[src/rtl/lru_key_queue.sv]
// lru_key_queue: keyed, LRU-ordered buffer of DEPTH entries (key + payload).
// Push inserts or refreshes an entry at MRU, touch promotes a matching entry
// to MRU, and pop removes the LRU entry. ord_q holds slot indices from LRU
// (position 0) to MRU (position size-1).
// An insert while full and not popping is dropped, and so is the rest of that
// cycle's update. A pop while empty is ignored.
// Optional macro LRU_KEY_QUEUE_PERF_EN adds touch-hit, touch-miss and refresh
// event counters.
module lru_key_queue #(
   parameter int DATAW    = 32,
   parameter int KEYW     = 16,
   parameter int DEPTH    = 4,
   parameter int ALM_FULL = DEPTH - 1,
   parameter int SIZEW    = $clog2(DEPTH + 1)
) (
   input  logic             clk,
   input  logic             reset,
   input  logic             push,
   input  logic [KEYW-1:0]  push_key,
   input  logic [DATAW-1:0] push_data,
   input  logic             pop,
   input  logic             touch,
   input  logic [KEYW-1:0]  touch_key,
   output logic             touch_hit,
   output logic [KEYW-1:0]  lru_key,
   output logic [DATAW-1:0] lru_data,
   output logic             empty,
   output logic             full,
   output logic             alm_full,
   output logic [SIZEW-1:0] size
`ifdef LRU_KEY_QUEUE_PERF_EN
   ,
   output logic [31:0]      perf_touch_hits,
   output logic [31:0]      perf_touch_misses,
   output logic [31:0]      perf_refreshes
`endif
);

   localparam int IDXW = (DEPTH > 1) ? $clog2(DEPTH) : 1;

   typedef logic [IDXW-1:0] ord_t [DEPTH];

   logic [DEPTH-1:0] valid_q, valid_d;
   logic [KEYW-1:0]  key_q  [DEPTH];
   logic [KEYW-1:0]  key_d  [DEPTH];
   logic [DATAW-1:0] data_q [DEPTH];
   logic [DATAW-1:0] data_d [DEPTH];
   ord_t             ord_q, ord_d;
   logic [SIZEW-1:0] size_q, size_d;

   logic            t_hit, p_hit, p_live, pop_ok, ins_block;
   logic [IDXW-1:0] t_slot, p_slot, lru_slot, free_slot;

`ifdef LRU_KEY_QUEUE_PERF_EN
   logic [31:0] hits_q, hits_d, misses_q, misses_d, refr_q, refr_d;
`endif

   // Remove slot s from the first n positions of o and re-append it at MRU.
   function automatic ord_t to_mru(input ord_t o, input logic [SIZEW-1:0] n,
                                   input logic [IDXW-1:0] s);
      ord_t            r;
      logic [IDXW-1:0] j;
      logic [SIZEW-1:0] last;
      r    = o;
      j    = '0;
      last = n - 1'b1;
      for (int i = 0; i < DEPTH; i++) begin
         if (i < int'(n) && o[i] != s) begin
            r[j] = o[i];
            j    = j + 1'b1;
         end
      end
      r[last[IDXW-1:0]] = s;
      return r;
   endfunction

   // Key lookups against pre-edge state, valid slots only.
   always_comb begin
      t_hit  = 1'b0;
      t_slot = '0;
      p_hit  = 1'b0;
      p_slot = '0;
      for (int i = 0; i < DEPTH; i++) begin
         if (valid_q[i] && key_q[i] == touch_key) begin
            t_hit  = 1'b1;
            t_slot = IDXW'(i);
         end
         if (valid_q[i] && key_q[i] == push_key) begin
            p_hit  = 1'b1;
            p_slot = IDXW'(i);
         end
      end
   end

   // Next-state: pop, then touch, then push, all in one edge.
   always_comb begin
      valid_d   = valid_q;
      key_d     = key_q;
      data_d    = data_q;
      ord_d     = ord_q;
      size_d    = size_q;
      free_slot = '0;
      lru_slot  = ord_q[0];
      pop_ok    = pop && (size_q != '0);
      p_live    = p_hit && !(pop_ok && p_slot == lru_slot);
      ins_block = push && !p_hit && !pop_ok && (size_q == SIZEW'(DEPTH));
      if (!ins_block) begin
         if (pop_ok) begin
            valid_d[lru_slot] = 1'b0;
            for (int i = 0; i < DEPTH - 1; i++) ord_d[i] = ord_q[i+1];
            size_d = size_q - 1'b1;
         end
         if (touch && t_hit && !(pop_ok && t_slot == lru_slot))
            ord_d = to_mru(ord_d, size_d, t_slot);
         if (push) begin
            if (p_live) begin
               data_d[p_slot] = push_data;
               ord_d          = to_mru(ord_d, size_d, p_slot);
            end else begin
               for (int i = DEPTH - 1; i >= 0; i--)
                  if (!valid_d[i]) free_slot = IDXW'(i);
               valid_d[free_slot]          = 1'b1;
               key_d[free_slot]            = push_key;
               data_d[free_slot]           = push_data;
               ord_d[size_d[IDXW-1:0]]     = free_slot;
               size_d                      = size_d + 1'b1;
            end
         end
      end
   end

`ifdef LRU_KEY_QUEUE_PERF_EN
   // Event counters; a touch dropped by a same-cycle pop still counts as a hit.
   always_comb begin
      hits_d   = hits_q + {31'd0, touch && t_hit};
      misses_d = misses_q + {31'd0, touch && !t_hit};
      refr_d   = refr_q + {31'd0, push && p_live};
   end
`endif

   // State registers; slot key/data need no reset since valid gates them.
   always_ff @(posedge clk) begin
      if (reset) begin
         valid_q <= '0;
         size_q  <= '0;
         for (int i = 0; i < DEPTH; i++) ord_q[i] <= '0;
`ifdef LRU_KEY_QUEUE_PERF_EN
         hits_q   <= '0;
         misses_q <= '0;
         refr_q   <= '0;
`endif
      end else begin
         valid_q <= valid_d;
         size_q  <= size_d;
         ord_q   <= ord_d;
         key_q   <= key_d;
         data_q  <= data_d;
`ifdef LRU_KEY_QUEUE_PERF_EN
         hits_q   <= hits_d;
         misses_q <= misses_d;
         refr_q   <= refr_d;
`endif
      end
   end

   // Outputs read registered state.
   always_comb begin
      touch_hit = touch && t_hit;
      empty     = (size_q == '0);
      full      = (size_q == SIZEW'(DEPTH));
      alm_full  = (size_q >= SIZEW'(ALM_FULL));
      size      = size_q;
      lru_key   = empty ? '0 : key_q[ord_q[0]];
      lru_data  = empty ? '0 : data_q[ord_q[0]];
   end

`ifdef LRU_KEY_QUEUE_PERF_EN
   assign perf_touch_hits   = hits_q;
   assign perf_touch_misses = misses_q;
   assign perf_refreshes    = refr_q;
`endif

endmodule

[config.mk]
export PLATFORM = sky130hd
export DESIGN_NAME = lru_key_queue
export DESIGN_NICKNAME = d
export VERILOG_FILES = /design/src/rtl/lru_key_queue.sv
export SDC_FILE = /design/constraint.sdc
export NUM_CORES = 1
export LEC_CHECK = 0
export ABC_CLOCK_PERIOD_IN_PS = 15000
export BUFFER_PORTS_ARGS = -buffer_cell sky130_fd_sc_hd__buf_2
export CORE_AREA = 10 10 210 232
export DETAILED_ROUTE_END_ITERATION = 8
export DIE_AREA = 0 0 220 242
export PLACE_DENSITY_LB_ADDON = 0.1
export SYNTH_ARGS = -nofsm -noshare
export SYNTH_HDL_FRONTEND = slang
export SYNTH_SLANG_ARGS = --single-unit
export TNS_END_PERCENT = 10
[constraint.sdc]
create_clock -name clk -period 15 [get_ports clk]
set_clock_uncertainty 0.15 [all_clocks]
set_input_delay 0 -clock clk [delete_from_list [all_inputs] [get_ports clk]]
set_output_delay 0 -clock clk [all_outputs]
set_load 0.01 [all_outputs]
==> metrics.yaml, run 1 <==
ioPinCount: 124
layout_commonest_cell: "edfxtp_1"
layout-drive-gt1-share_pct: 19.9
slew_headroom_pct: 27.4
cts_tree: "built"
yosysSeqAreaShare_pct: 46.8
ys_top_cells_by_area: "edfxtp_1 44%, mux4_2 8.3%, xnor2_1 5.0%"
grt_first_pass_wirelength_mm: 66.2
clockRootBuffer: "clkbuf_16"
outcome: "finished clean"
drt-initial-drc-count: 554
die_h_um: 242
p_total_w: 0.00210
start_kind: "flop"
synth_cell_type_count: 87
comb_power_share_pct: 38.7
hold_viol: 0
worstSetupEndpointType: "flop"
synth_edf_count: 192
cts_sinks: 207
cpLargestDelayFamily: "compound AO/OA/AOI/OAI gates"
setup_viol: 0
p_int_w: 0.00132
maxSlewViolCount: 0
hold_path.class: "primary input to flop"
critical_path_arrival_ns: 7.27
dr.max_layer_used: "met4"
ir_drop_v: 0.0000756
avgViaCountPerCell: 5.12
cts_resized: 0
htree_num_levels: 1
dr.pass1.iters: 5
critPathBufInv: 5
ys.flop_type: "edfxtp_1"
cpPeakStageDelay_ns: 0.63
drv_cap: 0
cpMostUsedCell: "inv_1"
numPortBuffers: 123
drc: 0
track_usage_pct: 16.4
yosysWarnings: 0
ant_nets: 0
cts_hold_buf: 51
fmax_mhz: 142
grt_overflow: 0
cts_inserted_buffers: 25
syn_area_mm2: 0.0130
clk_pin_slew_worst_paths_ns: 0.06
tns_ns: 0
max-clock-path-buffers: 3
async_flop_share_pct: 0
core_area_mm2: 0.0440
fin_crit_sh_pct: 46.8
met3_length_mm: 1.87
worstPathCellList: "inv_1 -> ha_1 -> nand2b_2 -> buf_4 -> and2_1 -> o21ai_0 -> nand2_1 -> nand3_1 -> o21ai_0 -> inv_1 -> ha_1 -> inv_1 -> nand2_1 -> a2bb2oi_1 -> nor3_1 -> o41ai_1 -> xnor2_1 -> o21ai_0 -> ha_1 -> inv_1 -> a2111oi_0 -> mux2i_1 -> a2111oi_0 -> nor3_1"
antenna_found_initial: 0
crit_slowest_cell: "o41ai_1"
dp_hpwl_mm: 31.5
initial_core_util_pct: 29.5
nets: 1372
rsz0062_at_grt: "false"
fin_crit_ns: 7.02
tightestPinTransition_ns: 1.08
avgSynthCellArea_um2: 11.4
postSynthCellCount: 1137
globalplace.congestion: 0.911
p_switching_w: 0.000780
die_w_um: 220
die_area_mm2: 0.0532
syn_to_final_growth_pct: 19.3
synth_top_area_share_pct: 44.5
critPathMaxFanout: 55
power_density_mw_per_mm2: 136
vias: 9677
syn_nets: 1217
final_cell_mix: "192 x edfxtp_1, 123 x buf_2, 98 x nor2b_1"
pwr-share-clk_pct: 26.4
routedWlPerCell_um: 23.4
p_sw_share_pct: 37.1
first_global_vias: 10200
antenna_cells: 0
p_leak_nw: 5.25
required_ns: 15.25
yosys.area.top_type: "edfxtp_1"
ys_ff_latch: 207
cts_setup_buffers: 0
grt_max_degree: 56
critPathKind: "flop to flop"
dr_wl_met2_mm: 22.2
drt-total-wl_mm: 44.3
seq_power_share_pct: 34.8
drt-met1-wl_mm: 18.9
row_count: 81
clk_latency_ns: 0.53
==> worst paths after layout <==
| path | startpoint | endpoint | cells after the start | slack [ns] |
|---|---|---|---|---|
| max | size[0] | ord_q[2] | 24 | 7.98 |
| max reg2reg | size[0] | ord_q[2] | 24 | 7.98 |
| min reg2reg | size[0] | size[0] | 2 | 0.44 |
| min | touch | lru_slot[1] | 7 | 0.1 |
==> registers in the layout (all words and copies together), names as in the netlist <==
name / cells
data_q: 128
lru_slot: 2
valid_q: 4
size: 3
key_q: 64
ord_q: 6
==> routing by layer <==
layer,vias to the layer above,track usage (%)
li1,4543,-
met1,4819,20.7
met4,0,5.52
met5,-,0
met3,70,2.56
met2,245,27.9
==> kinds of logic after synthesis <==
group | Yosys count | share of synthesized area [%]
adder cells (fa/ha/maj) | 11 | 1.06
multiplexers | 72 | 10.2
AND/OR/NAND/NOR | 476 | 21.4
AO/OA/AOI/OAI | 143 | 8.05
XOR/XNOR | 140 | 9.63
flip-flops | 207 | 46.8
buffers and inverters | 88 | 2.87
==> final cells by class <==
type                            count  area [um2]
Fill cell                        4459       28500
Multi-Input combinational cell    842        6590
Sequential cell                   207        6070
Timing Repair Buffer              191        1250
Tap cell                          581         727
Clock buffer                       29         641
Clock inverter                     15        95.1
Inverter                           25        93.8
==> worst reg2reg max path: cells and delay by family (launching register included) <==
| family | cells | cell delay [ns] |
|---|---|---|
| AOI/OAI and AO/OA | 7 | 2.67 |
| buffers and inverters | 5 | 0.88 |
| muxes | 1 | 0.20 |
| DFF | 1 | 0.45 |
| and+or+nand+nor | 7 | 1.19 |
| adders and majority gates | 3 | 1.10 |
| xor gates and xnor gates | 1 | 0.23 |
==> stage by stage <==
stage	std cells	hold slack [ns]	instance area, um2	worst slack (ns)	utilization [%]
2_1_floorplan	1137	-0.0511	13000	9.27	-
5_1_grt	1890	0.171	15500	7.09	35.2
3_5_place_dp	1795	0.170	14200	7.95	32.3
3_3_place_gp	1795	0.171	14200	8.09	32.3
4_1_cts	1890	0.0945	15500	7.94	35.2
6_report	1890	0.0997	15500	7.98	35.2
==> synthesized netlist by cell type (all sizes together), types with 6 or more instances <==
library cell,instances
clkbuf,47
nand3b,9
and3,8
nand4b,8
o22a,6
dfxtp,15
xor2,63
mux4,48
nor3,15
nand3,32
o211ai,8
nor4,29
a211oi,12
or3,6
a21oi,27
nor2,50
buf,16
nor4b,7
o22ai,7
xnor2,77
nand2b,10
mux2i,19
or4,10
edfxtp,192
nand4,18
nand2,71
nor2b,99
o21ai,23
a31oi,6
ha,11
inv,25
and2,89
==> power groups by stage <==
stage / Sequential [W] / Combinational, W / Clock, W
final: 0.000732 / 0.000814 / 0.000556
after global routing: 0.000737 / 0.000897 / 0.000597
after CTS: 0.000732 / 0.000834 / 0.000571
after detailed placement: 0.000744 / 0.000817 / 0
after global placement: 0.000745 / 0.000821 / 0
after floorplan: 0.000712 / 0.000524 / 0
No activity file was read; power rests on OpenSTA's default activity.
==> run 2, diff against run 1 <==
--- a/config.mk
+++ b/config.mk
@@ -5,11 +5,12 @@
 export SDC_FILE = /design/constraint.sdc
 export NUM_CORES = 1
 export LEC_CHECK = 0
-export ABC_CLOCK_PERIOD_IN_PS = 15000
+export ABC_AREA = 1
+export ABC_CLOCK_PERIOD_IN_PS = 6440
 export BUFFER_PORTS_ARGS = -buffer_cell sky130_fd_sc_hd__buf_2
-export CORE_AREA = 10 10 210 232
+export CORE_AREA = 10 10 211 233
 export DETAILED_ROUTE_END_ITERATION = 8
-export DIE_AREA = 0 0 220 242
+export DIE_AREA = 0 0 221 243
 export PLACE_DENSITY_LB_ADDON = 0.1
 export SYNTH_ARGS = -nofsm -noshare
 export SYNTH_HDL_FRONTEND = slang
==> constraint.sdc (replaced) <==
create_clock -name clk -period 6.44 [get_ports clk]
set_clock_uncertainty 0.15 [all_clocks]
set_input_delay 0 -clock clk [delete_from_list [all_inputs] [get_ports clk]]
set_output_delay 0 -clock clk [all_outputs]
set_load 0.01 [all_outputs]
==> run 2 against run 1 <==
  * Global-route usage is 2.9 points higher
  * Largest cell class is now flip-flops and latches
  * Count of clock-buffer cells in the layout is 3 higher
  * Sequential share of layout area is 0.82 points lower
  * Cell count is 28% higher
  * Power grew to 2.7 times the previous value
  * Area after synthesis is 0.90% higher
  * Critical path depth is 6 higher
  * Worst hold slack better by 0.033 ns
  * Final area is 2.0% higher
  * Critical endpoint is now ord_q[4]
  * Register-to-register slack worse by 7.2 ns
  * Setup slack worse by 7.2 ns
==> metrics.yaml, run 2 <==
hold_path.class: "primary input to flop"
post-synth-top-count-cell: "nand2_1"
async_flop_share_pct: 0
initial_core_util_pct: 29.6
die_w_um: 221
ant_nets: 0
n_fill_cell: 4737
synth_cell_type_count: 53
slew_headroom_pct: 26.8
final_cell_mix: "322 x nand2_1, 289 x nor2_1, 203 x inv_1"
syn_area_mm2: 0.0131
syn_nets: 1731
layout_commonest_cell: "nand2_1"
ioPinCount: 124
die_h_um: 243
clockRootBuffer: "clkbuf_16"
cts_setup_buffers: 0
ir_drop_v: 0.000178
drc: 0
ys_ff_latch: 207
antenna_found_initial: 1
first_global_vias: 12600
vias: 12500
setup_viol: 0
ys_top_cells_by_area: "edfxtp_1 44%, nand2_1 9.2%, nor2_1 8.6%"
maxSlewViolCount: 0
core_area_mm2: 0.0442
max-clock-path-buffers: 3
dp_hpwl_mm: 39.3
numPortBuffers: 123
met3_length_mm: 3.36
p_leak_nw: 6.70
avgViaCountPerCell: 5.14
rsz0062_at_grt: "false"
clk_pin_slew_worst_paths_ns: 0.07
tns_ns: 0
crit_slowest_cell: "o21ai_0"
fmax_mhz: 176
track_usage_pct: 19.3
synth_edf_count: 192
worstSetupEndpointType: "flop"
grt_max_degree: 50
yosysSeqAreaShare_pct: 46.4
hold_viol: 0
drv_cap: 0
critPathMaxFanout: 19
htree_num_levels: 1
required_ns: 6.77
critical_path_arrival_ns: 6.01
tightestPinTransition_ns: 1.10
cts_tree: "built"
synth_top_area_share_pct: 44.1
drt-met1-wl_mm: 23.9
postSynthCellCount: 1651
row_count: 81
yosys.area.top_type: "edfxtp_1"
top_register: "data_q"
outcome: "finished clean"
grt_first_pass_wirelength_mm: 80.4
drt-total-wl_mm: 54.0
layout-drive-gt1-share_pct: 15.2
dr_wl_met2_mm: 25.4
power_density_mw_per_mm2: 354
largest_reg_flops: 128
cts_inserted_buffers: 26
syn_to_final_growth_pct: 20.7
antenna_cells: 0
clk_latency_ns: 0.55
dr.max_layer_used: "met5"
top_regs: "data_q x128, key_q x64, ord_q x6"
cpPeakStageDelay_ns: 0.66
routedWlPerCell_um: 22.3
ys.flop_type: "edfxtp_1"
fin_crit_ns: 5.68
avgSynthCellArea_um2: 7.92
fin_crit_sh_pct: 88.2
dpl-instance-area_mm2: 0.0145
grt_overflow: 0
dr.pass1.iters: 7
drt-initial-drc-count: 968
synth_commonest_cells: "322 x nand2_1, 300 x nor2_1, 204 x inv_1"
globalplace.congestion: 0.981
final_area_mm2: 0.0158
critPathKind: "flop to flop"
nets: 1901
die_area_mm2: 0.0537
cts_sinks: 207
yosysWarnings: 0
start_kind: "flop"
-- run 2: changes by cell type in the layout (fill, tap and decap cells not counted), moves of 26 or more --
cell and delta:
nor2b_1 -98, xor2_1 -36, o21ai_0 +26, inv_1 +178, a31oi_1 +27, xnor2_1 -59
a22oi_1 +32, nand3_1 +65, mux4_2 -48, and2_1 -87, nor2_1 +244, nand2_1 +251
-- run 2: repair_timing --
action | CTS | global route
hold buffers | 52 | 0
setup endpoints to repair | 0 | 0
endpoints found under the hold margin | 207 | 0
resized for setup | 0 | 0
-- run 2: area by class of cell --
type                       count  area [um2]  area share, %
tap                          581         727           4.60
sequential                   207        6070           38.4
multi-input combinational   1166        6070           38.4
timing repair buffer         194        1280           8.10
clock buffer                  32         694           4.40
inverter                     226         848           5.37
clock inverter                16         106          0.674
-- run 2: cell families (layout without fill, tap and decap cells) --
logic type	Yosys count	after routing	synth area share [%]
mux	1	1	0.0861
simple gates	889	889	30.5
fa+ha+maj	11	11	1.05
compound gates	221	221	10.9
xor+xnor	44	44	3.06
flops	207	207	46.4
buf+inv	278	468	8.06
-- run 2: worst paths after layout --
path	start	end	slack, ns	depth (start not counted)
max	size[0]	ord_q[4]	0.76	30
min	push_key[6]	key_q[22]	0.13	2
max reg2reg	size[0]	ord_q[4]	0.76	30
min reg2reg	size[0]	size[0]	0.43	2
-- run 2: routing by layer --
layer  track usage (%)  vias up
met5                 0        -
met4              5.32        2
met3              3.04       70
met2              32.1      428
met1              25.4     6028
li1                  -     5927
-- run 2: stage by stage --
stage                     std cells  setup WS, ns  total power [W]  hold WS [ns]  util (%)
after floorplan                1651          1.97          0.00320       -0.0511         -
after global placement         2322          1.21          0.00420         0.116      32.7
after detailed placement       2322          1.12          0.00419         0.118      32.7
after CTS                      2422         0.683          0.00564         0.127      35.7
after global routing           2422         0.115          0.00593         0.166      35.7
final                          2422         0.760          0.00558         0.133      35.7
-- run 2: worst max-delay path: cells and delay by family, from the launching register on --
family	cells	cell delay [ns]
simple gates	16	1.75
flops	1	0.37
compound gates	5	1.44
fa+ha+maj	3	0.92
buf+inv	6	0.97
-- run 2: report_power, final --
| part | internal, W | total [W] | leakage, nW | switching [W] |
|---|---|---|---|---|
| logic | 0.000745 | 0.00249 | 4.32 | 0.00174 |
| clock network | 0.000805 | 0.00141 | 0.392 | 0.000608 |
| registers | 0.00160 | 0.00168 | 1.98 | 0.0000802 |
| total | 0.00315 | 0.00558 | 6.70 | 0.00243 |
